`src/rtl/inst_fetch_if.sv`:
```
// Bundle of the instruction fetch stage's signals: the instruction-memory
// req/ack read port, the (inst, inst_pc) valid/ready stream towards decode,
// and the redirect request coming back from execute.
interface inst_fetch_if;
   logic        imem_req;
   logic [31:0] imem_addr;
   logic        imem_ack;
   logic [31:0] imem_rdata;
   logic        inst_valid;
   logic [31:0] inst;
   logic [31:0] inst_pc;
   logic        inst_ready;
   logic        redirect;
   logic [31:0] redirect_pc;

   // Fetch stage side
   modport master (
      output imem_req, imem_addr, inst_valid, inst, inst_pc,
      input  imem_ack, imem_rdata, inst_ready, redirect, redirect_pc
   );

   // Memory / consumer / redirect-source side
   modport slave (
      input  imem_req, imem_addr, inst_valid, inst, inst_pc,
      output imem_ack, imem_rdata, inst_ready, redirect, redirect_pc
   );
endinterface

```
`src/rtl/inst_fetch.sv`:
```
// Instruction fetch stage: owns the fetch PC, keeps at most one word read
// outstanding to a variable-latency instruction memory, and buffers returned
// words with their PCs in a DEPTH-entry queue. A redirect flushes the queue,
// and any read already in flight is squashed by waiting out its ack in DISCARD.
module inst_fetch #(
   parameter int          DEPTH    = 2,
   parameter logic [31:0] RESET_PC = 32'h0000_3000
) (
   input  logic          clk,
   input  logic          rst,
   inst_fetch_if.master  bus
);

   localparam int PW = (DEPTH > 1) ? $clog2(DEPTH) : 1;
   localparam int CW = $clog2(DEPTH + 1);

   typedef enum logic [1:0] {
      IDLE    = 2'b00,
      WAIT    = 2'b01,
      DISCARD = 2'b10
   } state_e;

   state_e        state_q, state_d;
   logic [31:0]   fetch_pc_q, fetch_pc_d;
   logic [31:0]   req_pc_q, req_pc_d;
   logic          req_q, req_d;
   logic          valid_q, valid_d;
   logic [PW-1:0] head_q, head_d;
   logic [PW-1:0] tail_q, tail_d;
   logic [CW-1:0] count_q, count_d;
   logic [31:0]   pc_mem_q [DEPTH];
   logic [31:0]   pc_mem_d [DEPTH];
   logic [31:0]   inst_mem_q [DEPTH];
   logic [31:0]   inst_mem_d [DEPTH];

   logic          pop_s;
   logic          push_s;
   logic          flush_s;
   logic [31:0]   redir_pc_s;
   logic [31:0]   req_pc_inc_s;
   logic [CW:0]   count_pop_s;
   logic [CW:0]   count_push_s;

   // Advance a queue pointer, wrapping modulo DEPTH.
   function automatic logic [PW-1:0] next_ptr(input logic [PW-1:0] ptr);
      logic [PW-1:0] nxt;
      if (ptr == PW'(DEPTH - 1)) begin
         nxt = {PW{1'b0}};
      end else begin
         nxt = ptr + PW'(1);
      end
      return nxt;
   endfunction

   // Low two bits of a redirect target are forced to zero (word aligned).
   assign redir_pc_s   = bus.redirect_pc & 32'hFFFF_FFFC;
   assign req_pc_inc_s = req_pc_q + 32'd4;

   // A redirect blocks the pop: the head belongs to the squashed path.
   assign pop_s   = (count_q != {CW{1'b0}}) & bus.inst_ready & ~bus.redirect;
   assign flush_s = bus.redirect;

   // Occupancy after this cycle's pop, and after pop plus an accepted ack;
   // one extra bit so the +1 can never wrap.
   assign count_pop_s  = {1'b0, count_q} - {{CW{1'b0}}, pop_s};
   assign count_push_s = count_pop_s + {{CW{1'b0}}, 1'b1};

   // Fetch FSM: next state, next fetch PC, request address and push decision.
   always_comb begin
      state_d    = state_q;
      fetch_pc_d = fetch_pc_q;
      req_pc_d   = req_pc_q;
      push_s     = 1'b0;
      case (state_q)
         IDLE: begin
            if (bus.redirect) begin
               fetch_pc_d = redir_pc_s;
               req_pc_d   = redir_pc_s;
               state_d    = WAIT;
            end else if (count_pop_s < (CW+1)'(DEPTH)) begin
               req_pc_d = fetch_pc_q;
               state_d  = WAIT;
            end else begin
               state_d = IDLE;
            end
         end
         WAIT: begin
            if (bus.imem_ack) begin
               if (bus.redirect) begin
                  // Returned word is on the squashed path: drop it and
                  // restart immediately at the redirect target.
                  fetch_pc_d = redir_pc_s;
                  req_pc_d   = redir_pc_s;
                  state_d    = WAIT;
               end else begin
                  push_s     = 1'b1;
                  fetch_pc_d = req_pc_inc_s;
                  if (count_push_s < (CW+1)'(DEPTH)) begin
                     req_pc_d = req_pc_inc_s;
                     state_d  = WAIT;
                  end else begin
                     state_d = IDLE;
                  end
               end
            end else if (bus.redirect) begin
               // Request stays up with its old address until memory answers.
               fetch_pc_d = redir_pc_s;
               state_d    = DISCARD;
            end else begin
               state_d = WAIT;
            end
         end
         DISCARD: begin
            if (bus.imem_ack) begin
               state_d = WAIT;
               if (bus.redirect) begin
                  fetch_pc_d = redir_pc_s;
                  req_pc_d   = redir_pc_s;
               end else begin
                  req_pc_d = fetch_pc_q;
               end
            end else if (bus.redirect) begin
               fetch_pc_d = redir_pc_s;
            end else begin
               state_d = DISCARD;
            end
         end
         default: begin
            state_d = IDLE;
         end
      endcase
      req_d = (state_d != IDLE);
   end

   // Queue bookkeeping: flush on redirect, else pop at head and push at tail.
   always_comb begin
      head_d     = head_q;
      tail_d     = tail_q;
      count_d    = count_q;
      pc_mem_d   = pc_mem_q;
      inst_mem_d = inst_mem_q;
      if (flush_s) begin
         head_d  = {PW{1'b0}};
         tail_d  = {PW{1'b0}};
         count_d = {CW{1'b0}};
      end else begin
         if (pop_s) begin
            head_d = next_ptr(head_q);
         end else begin
            head_d = head_q;
         end
         if (push_s) begin
            pc_mem_d[tail_q]   = req_pc_q;
            inst_mem_d[tail_q] = bus.imem_rdata;
            tail_d             = next_ptr(tail_q);
         end else begin
            tail_d = tail_q;
         end
         count_d = count_q - CW'(pop_s) + CW'(push_s);
      end
      valid_d = (count_d != {CW{1'b0}});
   end

   // State, PC and queue registers with asynchronous reset.
   always_ff @(posedge clk or posedge rst) begin
      if (rst) begin
         state_q    <= IDLE;
         fetch_pc_q <= RESET_PC;
         req_pc_q   <= RESET_PC;
         req_q      <= 1'b0;
         valid_q    <= 1'b0;
         head_q     <= {PW{1'b0}};
         tail_q     <= {PW{1'b0}};
         count_q    <= {CW{1'b0}};
         for (int i = 0; i < DEPTH; i++) begin
            pc_mem_q[i]   <= 32'h0000_0000;
            inst_mem_q[i] <= 32'h0000_0000;
         end
      end else begin
         state_q    <= state_d;
         fetch_pc_q <= fetch_pc_d;
         req_pc_q   <= req_pc_d;
         req_q      <= req_d;
         valid_q    <= valid_d;
         head_q     <= head_d;
         tail_q     <= tail_d;
         count_q    <= count_d;
         pc_mem_q   <= pc_mem_d;
         inst_mem_q <= inst_mem_d;
      end
   end

   assign bus.imem_req   = req_q;
   assign bus.imem_addr  = req_pc_q;
   assign bus.inst_valid = valid_q;
   assign bus.inst       = inst_mem_q[head_q];
   assign bus.inst_pc    = pc_mem_q[head_q];

endmodule

```
`src/flat_wrapper.sv`:
```
// flat-port wrapper written by rule: the top's interface ports become plain ports
module inst_fetch_flat 
#(
   parameter int          DEPTH    = 2,
   parameter logic [31:0] RESET_PC = 32'h0000_3000
)
  (clk, rst, bus_imem_req, bus_imem_addr, bus_inst_valid, bus_inst, bus_inst_pc, bus_imem_ack, bus_imem_rdata, bus_inst_ready, bus_redirect, bus_redirect_pc);
  inst_fetch_if bus_i ();
  input  logic clk;
  input  logic rst;
  output wire logic [$bits(bus_i.imem_req)-1:0] bus_imem_req;
  output wire logic [$bits(bus_i.imem_addr)-1:0] bus_imem_addr;
  output wire logic [$bits(bus_i.inst_valid)-1:0] bus_inst_valid;
  output wire logic [$bits(bus_i.inst)-1:0] bus_inst;
  output wire logic [$bits(bus_i.inst_pc)-1:0] bus_inst_pc;
  input wire logic [$bits(bus_i.imem_ack)-1:0] bus_imem_ack;
  input wire logic [$bits(bus_i.imem_rdata)-1:0] bus_imem_rdata;
  input wire logic [$bits(bus_i.inst_ready)-1:0] bus_inst_ready;
  input wire logic [$bits(bus_i.redirect)-1:0] bus_redirect;
  input wire logic [$bits(bus_i.redirect_pc)-1:0] bus_redirect_pc;
  assign bus_imem_req = bus_i.imem_req;
  assign bus_imem_addr = bus_i.imem_addr;
  assign bus_inst_valid = bus_i.inst_valid;
  assign bus_inst = bus_i.inst;
  assign bus_inst_pc = bus_i.inst_pc;
  assign bus_i.imem_ack = bus_imem_ack;
  assign bus_i.imem_rdata = bus_imem_rdata;
  assign bus_i.inst_ready = bus_inst_ready;
  assign bus_i.redirect = bus_redirect;
  assign bus_i.redirect_pc = bus_redirect_pc;
  inst_fetch #(.DEPTH(DEPTH), .RESET_PC(RESET_PC)) u_core (.clk(clk), .rst(rst), .bus(bus_i));
endmodule
```
`config.mk`:
```
export PLATFORM = sky130hd
export DESIGN_NAME = inst_fetch_flat
export DESIGN_NICKNAME = d
export VERILOG_FILES = /design/src/rtl/inst_fetch_if.sv /design/src/rtl/inst_fetch.sv /design/src/flat_wrapper.sv
export SDC_FILE = /design/constraint.sdc
export NUM_CORES = 1
export LEC_CHECK = 0
export CAP_MARGIN = 20
export CORE_MARGIN = 1
export CORE_UTILIZATION = 35
export DETAILED_ROUTE_END_ITERATION = 10
export MAX_ROUTING_LAYER = met4
export PLACE_DENSITY_LB_ADDON = 0.3
export SYNTH_ARGS = -nofsm -noshare
export SYNTH_HDL_FRONTEND = slang
export SYNTH_SLANG_ARGS = --single-unit
```
`constraint.sdc`:
```
create_clock -name clk -period 14.3 [get_ports clk]
set_input_delay 1.43 -clock clk [delete_from_list [all_inputs] [get_ports clk]]
set_output_delay 1.43 -clock clk [all_outputs]
set_load 0.02 [all_outputs]
```
# == Word-level counts from Yosys, hierarchy flattened ==
# Index checks and enable logic that the tools add are counted.
# totals
n_memories,0
romBits,0
mem_bits_rw,0
elab_cells,87
latchBits,0
regBits,200
# op_classes
addsub,7
muxes,40
n_reduce_logical,12
order_cmp,5
eq_ne,6
shift,0
div_mod_pow,0
n_mul,0
n_bitwise,5
# ops
operator,count
two-way mux 32 bit,16
bitwise mux 64 bit,2
one-hot mux 32 bit (3 select lines),1
one-hot mux 32 bit (2 select lines),1
adder 32 x 3 -> 32 bit (second input constant),1
demux 32 bit (select 1 bit),1
two-way mux 2 bit,7
nonzero test 2 bit,6
two-way mux 1 bit,11
< comparator 3 x 2 -> 1 bit (second input constant),2
!= test 3 x 2 -> 1 bit (second input constant),2
one-hot mux 2 bit (3 select lines),1
AND reduction 5 bit,1
>= comparator 2 bit (second input constant),2
!= test 2 bit (second input constant),2
inverter 1 -> 2 bit,2
adder 3 x 1 -> 3 bit (second input constant),1
nonzero test 3 bit,1
subtractor 2 x 1 -> 3 bit,1
adder 1 bit (second input constant),2
adder 2 x 1 -> 2 bit,1
AND 1 bit,2
equality test 2 x 1 -> 1 bit (second input constant),1
equality test 2 bit (second input constant),1
7 further kinds,7

# == Longest topological paths before layout ==
# logic_depth
depth_word,11
mapped_depth,13

# == Worst setup path before layout ==
# No wires, ideal clock.
# synth_path
kind,input port to flip-flop
start,input port bus_redirect
end,register u_core.req_pc_q[10] (netlist: u_core.bus.imem_addr[10])
required_time_ns,14.179
slack_ns,10.371
path_buffers,2
setup_time_ns,0.121
cell_stages,13
t_arrival_ns,3.808
path_cell_list,inv_1 -> clkbuf_1 -> nand2_1 -> nor3_1 -> ha_1 -> inv_1 -> ha_1 -> and2_1 -> a221oi_1 -> o221a_2 -> clkbuf_1 -> o21ai_0 -> a22o_1
# synth_between
elab_chain_len,7
elab_cells_between_ends,15
classes_between,2 x add/sub; 2 x order compare; 2 x eq/ne; 6 x mux; 2 x bitwise; 1 x reduce/logical
# synth_lines
element,line,text
from (decl),flat_wrapper.sv:19,input wire logic [$bits(bus_i.redirect)-1:0] bus_redirect;
inverter 1 bit (no line),n/a,
AND 1 bit,inst_fetch.sv:60,assign pop_s = (count_q != {CW{1'b0}}) & bus.inst_ready & ~bus.redirect;
subtractor 2 x 1 -> 3 bit,inst_fetch.sv:65,"assign count_pop_s = {1'b0, count_q} - {{CW{1'b0}}, pop_s};"
adder 3 x 1 -> 3 bit,inst_fetch.sv:66,"assign count_push_s = count_pop_s + {{CW{1'b0}}, 1'b1};"
< comparator 3 x 2 -> 1 bit,inst_fetch.sv:98,if (count_push_s < (CW+1)'(DEPTH)) begin
!= test 3 x 2 -> 1 bit (no line),n/a,
AND reduction 5 bit (no line),n/a,
to (signal assigned),inst_fetch.sv:182,req_pc_q <= req_pc_d;
to (decl),inst_fetch.sv:25,"logic [31:0] req_pc_q, req_pc_d;"
# Parallel ways exist; a longest one is shown, timed or not. The select of a mux whose other input is x is not followed.
# A chain may end at the register's enable or synchronous reset.

# == Final worst setup path ==
# layout_path
start,input port bus_redirect
end,register u_core.req_pc_q[23] (netlist: u_core.bus.imem_addr[23])
# Same word-level chain as after synthesis.

==> results.txt <==
The total DRC errors in the routed layout is 0. The count of buffers added on input and output ports is around 160. At the end of routability-driven placement, the weighted congestion stood at 0.770. The headroom to the max-slew limit is between 20 and 30%.

The starting density of the core is a little over a third. The number of sinks handled by clock tree synthesis is 200. The final-report setup violation count is 0. The highest achievable clock rate came out at approximately 210 MHz. The mean post-synth cell area is about 12 um^2. The cell-internal power came out at 1.56 mW. The cell area after technology mapping is roughly 10000 um^2. The number of cell rows is approximately 60. During synthesis, Yosys emitted a total of 0 warnings.

The data required time of the worst path is between 10 and 15 ns. In the synthesized netlist the dominant register cell turns out to be dfrtp_1. The placeable core area is approximately 28000 um^2. The number of buffers inserted to repair setup after CTS is 0. STA classifies the critical path endpoint as a register. The top fanout value on the critical path came out at slightly below 60. The areal power density over the cells came out at roughly 200 nW/um^2. The proportion of power drawn by combinational gates is ~39%. The number of buffers inserted during clock tree synthesis is 17.

The tree is rooted in a clkbuf_16. The time the final worst path needs with I/O delays and setup is 4.85 ns. The net switching power came out at 901 uW.

Across the VDD grid, the largest voltage drop is 0.0830 mV. The worst setup path is launched from an input port. The largest stage delay on the critical path is about 0.80 ns. The remaining antenna violation count came out at 0. Final hold analysis gives a worst-case slack of slightly below 0.5 ns. The later-pin clock latency in the skew report came out at between 0.4 and 0.5 ns. The tool flagged a number of max-cap violations equal to 0. The floorplan step defined a die boundary enclosing about 29000 um^2. The register area share after synthesis is 50.4%. The run finished with clean final reports.

The category of the critical setup timing path is input port to register. TritonCTS built the clock tree. The clock group share of total power is 20.2%.

For the final database, setup skew stands at 0.0199 ns. The initial antenna violation count came out at 1. The share of flip-flops with an asynchronous set or reset came out at 100%. The synthesized netlist contains 60 unique library cells.

The die width came out at around 170 um. The total power came out at roughly 2.5 mW. The fraction of final layout cells sized beyond drive strength 1 is 25.0%.

The total half-perimeter wirelength after legalization and detailed placement is ~16 mm. During I/O placement, the number of pins put on the boundary was 167. The DRC violation total after the first TritonRoute iteration is 458. The number of synthesized flops with an enable pin is 0. Buffers inserted to repair hold after CTS numbered 0. The slowest cell on the critical path is o221a_2. The register share of total power is approximately two fifths.

The post-layout utilization of the core came out at 44.7%. The number of iterations in the first detailed-routing pass is 5. The signal on the critical path passes through buf_2, buf_4, inv_1, buf_4, nand2_1, nor3_1, ha_1, inv_1, ha_1, and2_1, a221oi_1, o221a_2, o21ai_0, a32o_1. The actual transition at the worst max-transition pin is 1.05 ns. The wire length per cell after detailed routing came out at 18.8 um. In this run the deepest clock path goes through 2 buffers.

The count of instances resized after the clock tree is built came out at 0. In the final timing run, aggregate negative setup slack is 0 ns. The wire length after detailed routing came out at between 20 and 30 mm. Using the TritonRoute via totals, the vias-per-cell ratio works out to between 5 and 6.

The number of fill cells in the layout is 2583. The via count of the first global-routing pass came out at around 7300. The synthesis-stage register bit count is 200. The synthesized netlist cell count came out at roughly 860. The hold violation count in the final report came out at 0. Global routing used a little under a fifth of the available tracks. The switching share of total power is between 30% and 40%. The share of the clock period used by the worst path came out at between 30% and 40%.

Setup repair after global routing left no endpoint under its margin. The pin count of the biggest net entering global routing is 130. The clock-pin slew on the worst setup and hold paths is 0.08 ns. The leakage component of the power is around 5 nW. The global-route wire length before repair came out at ~41 mm.

The global route total overflow came out at 0. The tightest min-delay check is of the register to register type. The count of nets after finishing is ~1100. The maximum level of the CTS H-tree is 4. The relative area change from synthesis to final layout is 25.3%. The floorplan die height came out at between 150 and 200 um.

For this block, the via count after detailed routing is roughly 7300. The number of nets produced by synthesis came out at 934. The final-report max-slew violation count came to 0. The worst path arrival time came out at 5.17 ns.
==> cells by family after synthesis <==
logic type / after synthesis / share of synthesized area (%)
simple gates: 163 / 9.04
compound gates: 192 / 12.1
mux: 192 / 21.8
flops: 200 / 50.4
fa+ha+maj: 4 / 0.504
xor+xnor: 32 / 2.82
buf+inv: 78 / 3.31
==> state kept, by name, summed over array words and instances, names as in the netlist <==
| signal | flops |
|---|---|
| u_core.bus.inst_valid | 1 |
| u_core.pc_mem_q | 64 |
| u_core.tail_q | 1 |
| u_core.head_q | 1 |
| u_core.state_q | 2 |
| u_core.bus.imem_req | 1 |
| u_core.inst_mem_q | 64 |
| u_core.bus.imem_addr | 32 |
| u_core.count_q | 2 |
| u_core.fetch_pc_q | 32 |
==> critical path: cells and delay by family <==
| family | cells | cell delay (ns) |
|---|---|---|
| fa+ha+maj | 2 | 0.54 |
| buf+inv | 5 | 1.00 |
| compound gates | 4 | 1.71 |
| simple gates | 3 | 0.47 |
==> power by group through the flow <==
stage / logic, mW / clock network [mW] / registers, mW
finish: 0.968 / 0.496 / 0.993
global route: 1.04 / 0.532 / 1.03
CTS: 0.979 / 0.509 / 0.993
detailed placement: 0.974 / 0 / 1.00
global placement: 0.961 / 0 / 0.993
floorplan: 0.634 / 0 / 0.947
==> final cells by class <==
cell class                      instances  area [um^2]  area share (%)
Sequential cell                       200         5010            40.3
Timing Repair Buffer                  170         1680            13.5
Tap cell                              378          473            3.80
Clock buffer                           18          429            3.45
Multi-Input combinational cell        583         4630            37.2
Inverter                                8         37.5           0.302
Antenna cell                            1         2.50          0.0201
Clock inverter                         14          180            1.45
==> metal layers <==
layer | global-route usage (%) | vias up | part of all wire [%]
met5 | - | - | 0
met4 | 5.56 | 0 | 1.5
met3 | 2.88 | 29 | 4.0
met2 | 30.1 | 205 | 49
met1 | 24.4 | 3688 | 46
li1 | - | 3379 | -
==> placed cells by master (no fill, tap or decap), drive strengths merged, types with 4 or more instances in the layout <==
cell type	count
a21oi	55
dfstp	4
dfrtp	196
xnor2	18
xor2	14
nand2	54
ha	4
o22ai	31
buf	7
nor3	8
clkinv	9
nand3	15
nor2	36
or3	13
nor4	8
a22oi	12
o2bb2ai	6
o221ai	8
a2bb2oi	8
nand4	9
and3	6
mux2	192
clkbuf	18
o21ai	46
clkdlybuf4s50	163
inv	13
==> final timing paths <==
| kind | from | to | slack, ns | depth (start not counted) |
|---|---|---|---|---|
| hold / removal | u_core.inst_mem_q[60]$_DFFE_PP0P_ | u_core.inst_mem_q[60]$_DFFE_PP0P_ | 0.49 | 1 |
| min in group asynchronous | rst | u_core.pc_mem_q[2]$_DFFE_PP0P_ | 1.59 | 2 |
| setup / recovery | bus_redirect | u_core.bus.imem_addr[23]$_DFFE_PP0P_ | 9.45 | 14 |
| setup reg to reg | u_core.state_q[0]$_DFF_PP0_ | u_core.inst_mem_q[31]$_DFFE_PP0P_ | 10.37 | 6 |
| hold reg to reg | u_core.inst_mem_q[60]$_DFFE_PP0P_ | u_core.inst_mem_q[60]$_DFFE_PP0P_ | 0.49 | 1 |
| max in group asynchronous | rst | u_core.inst_mem_q[55]$_DFFE_PP0P_ | 11.20 | 3 |
==> synth_stat cells, types with 9 or more instances <==
master | instances | share of area [%]
dfrtp_1 | 196 | 49
mux2_2 | 183 | 21
a21oi_1 | 54 | 2.7
nand2_1 | 54 | 2.0
o21ai_0 | 41 | 2.1
clkbuf_1 | 40 | 1.5
nor2_1 | 35 | 1.3
o22ai_1 | 31 | 2.0
buf_2 | 22 | 1.1
xnor2_1 | 18 | 1.6
nand3_1 | 14 | 0.71
xor2_1 | 14 | 1.2
a22oi_1 | 12 | 0.91
or3_1 | 12 | 0.76
mux2_1 | 9 | 1.0
==> metrics by stage <==
stage,worst slack [ns],instance area (um^2),std cells
after global placement,9.13,11800,1339
after CTS,9.53,12400,1371
after detailed placement,9.08,11800,1339
after global routing,9.13,12400,1372
final,9.45,12400,1372
after floorplan,7.42,9940,861
No activity file was read; power rests on OpenSTA's default activity.
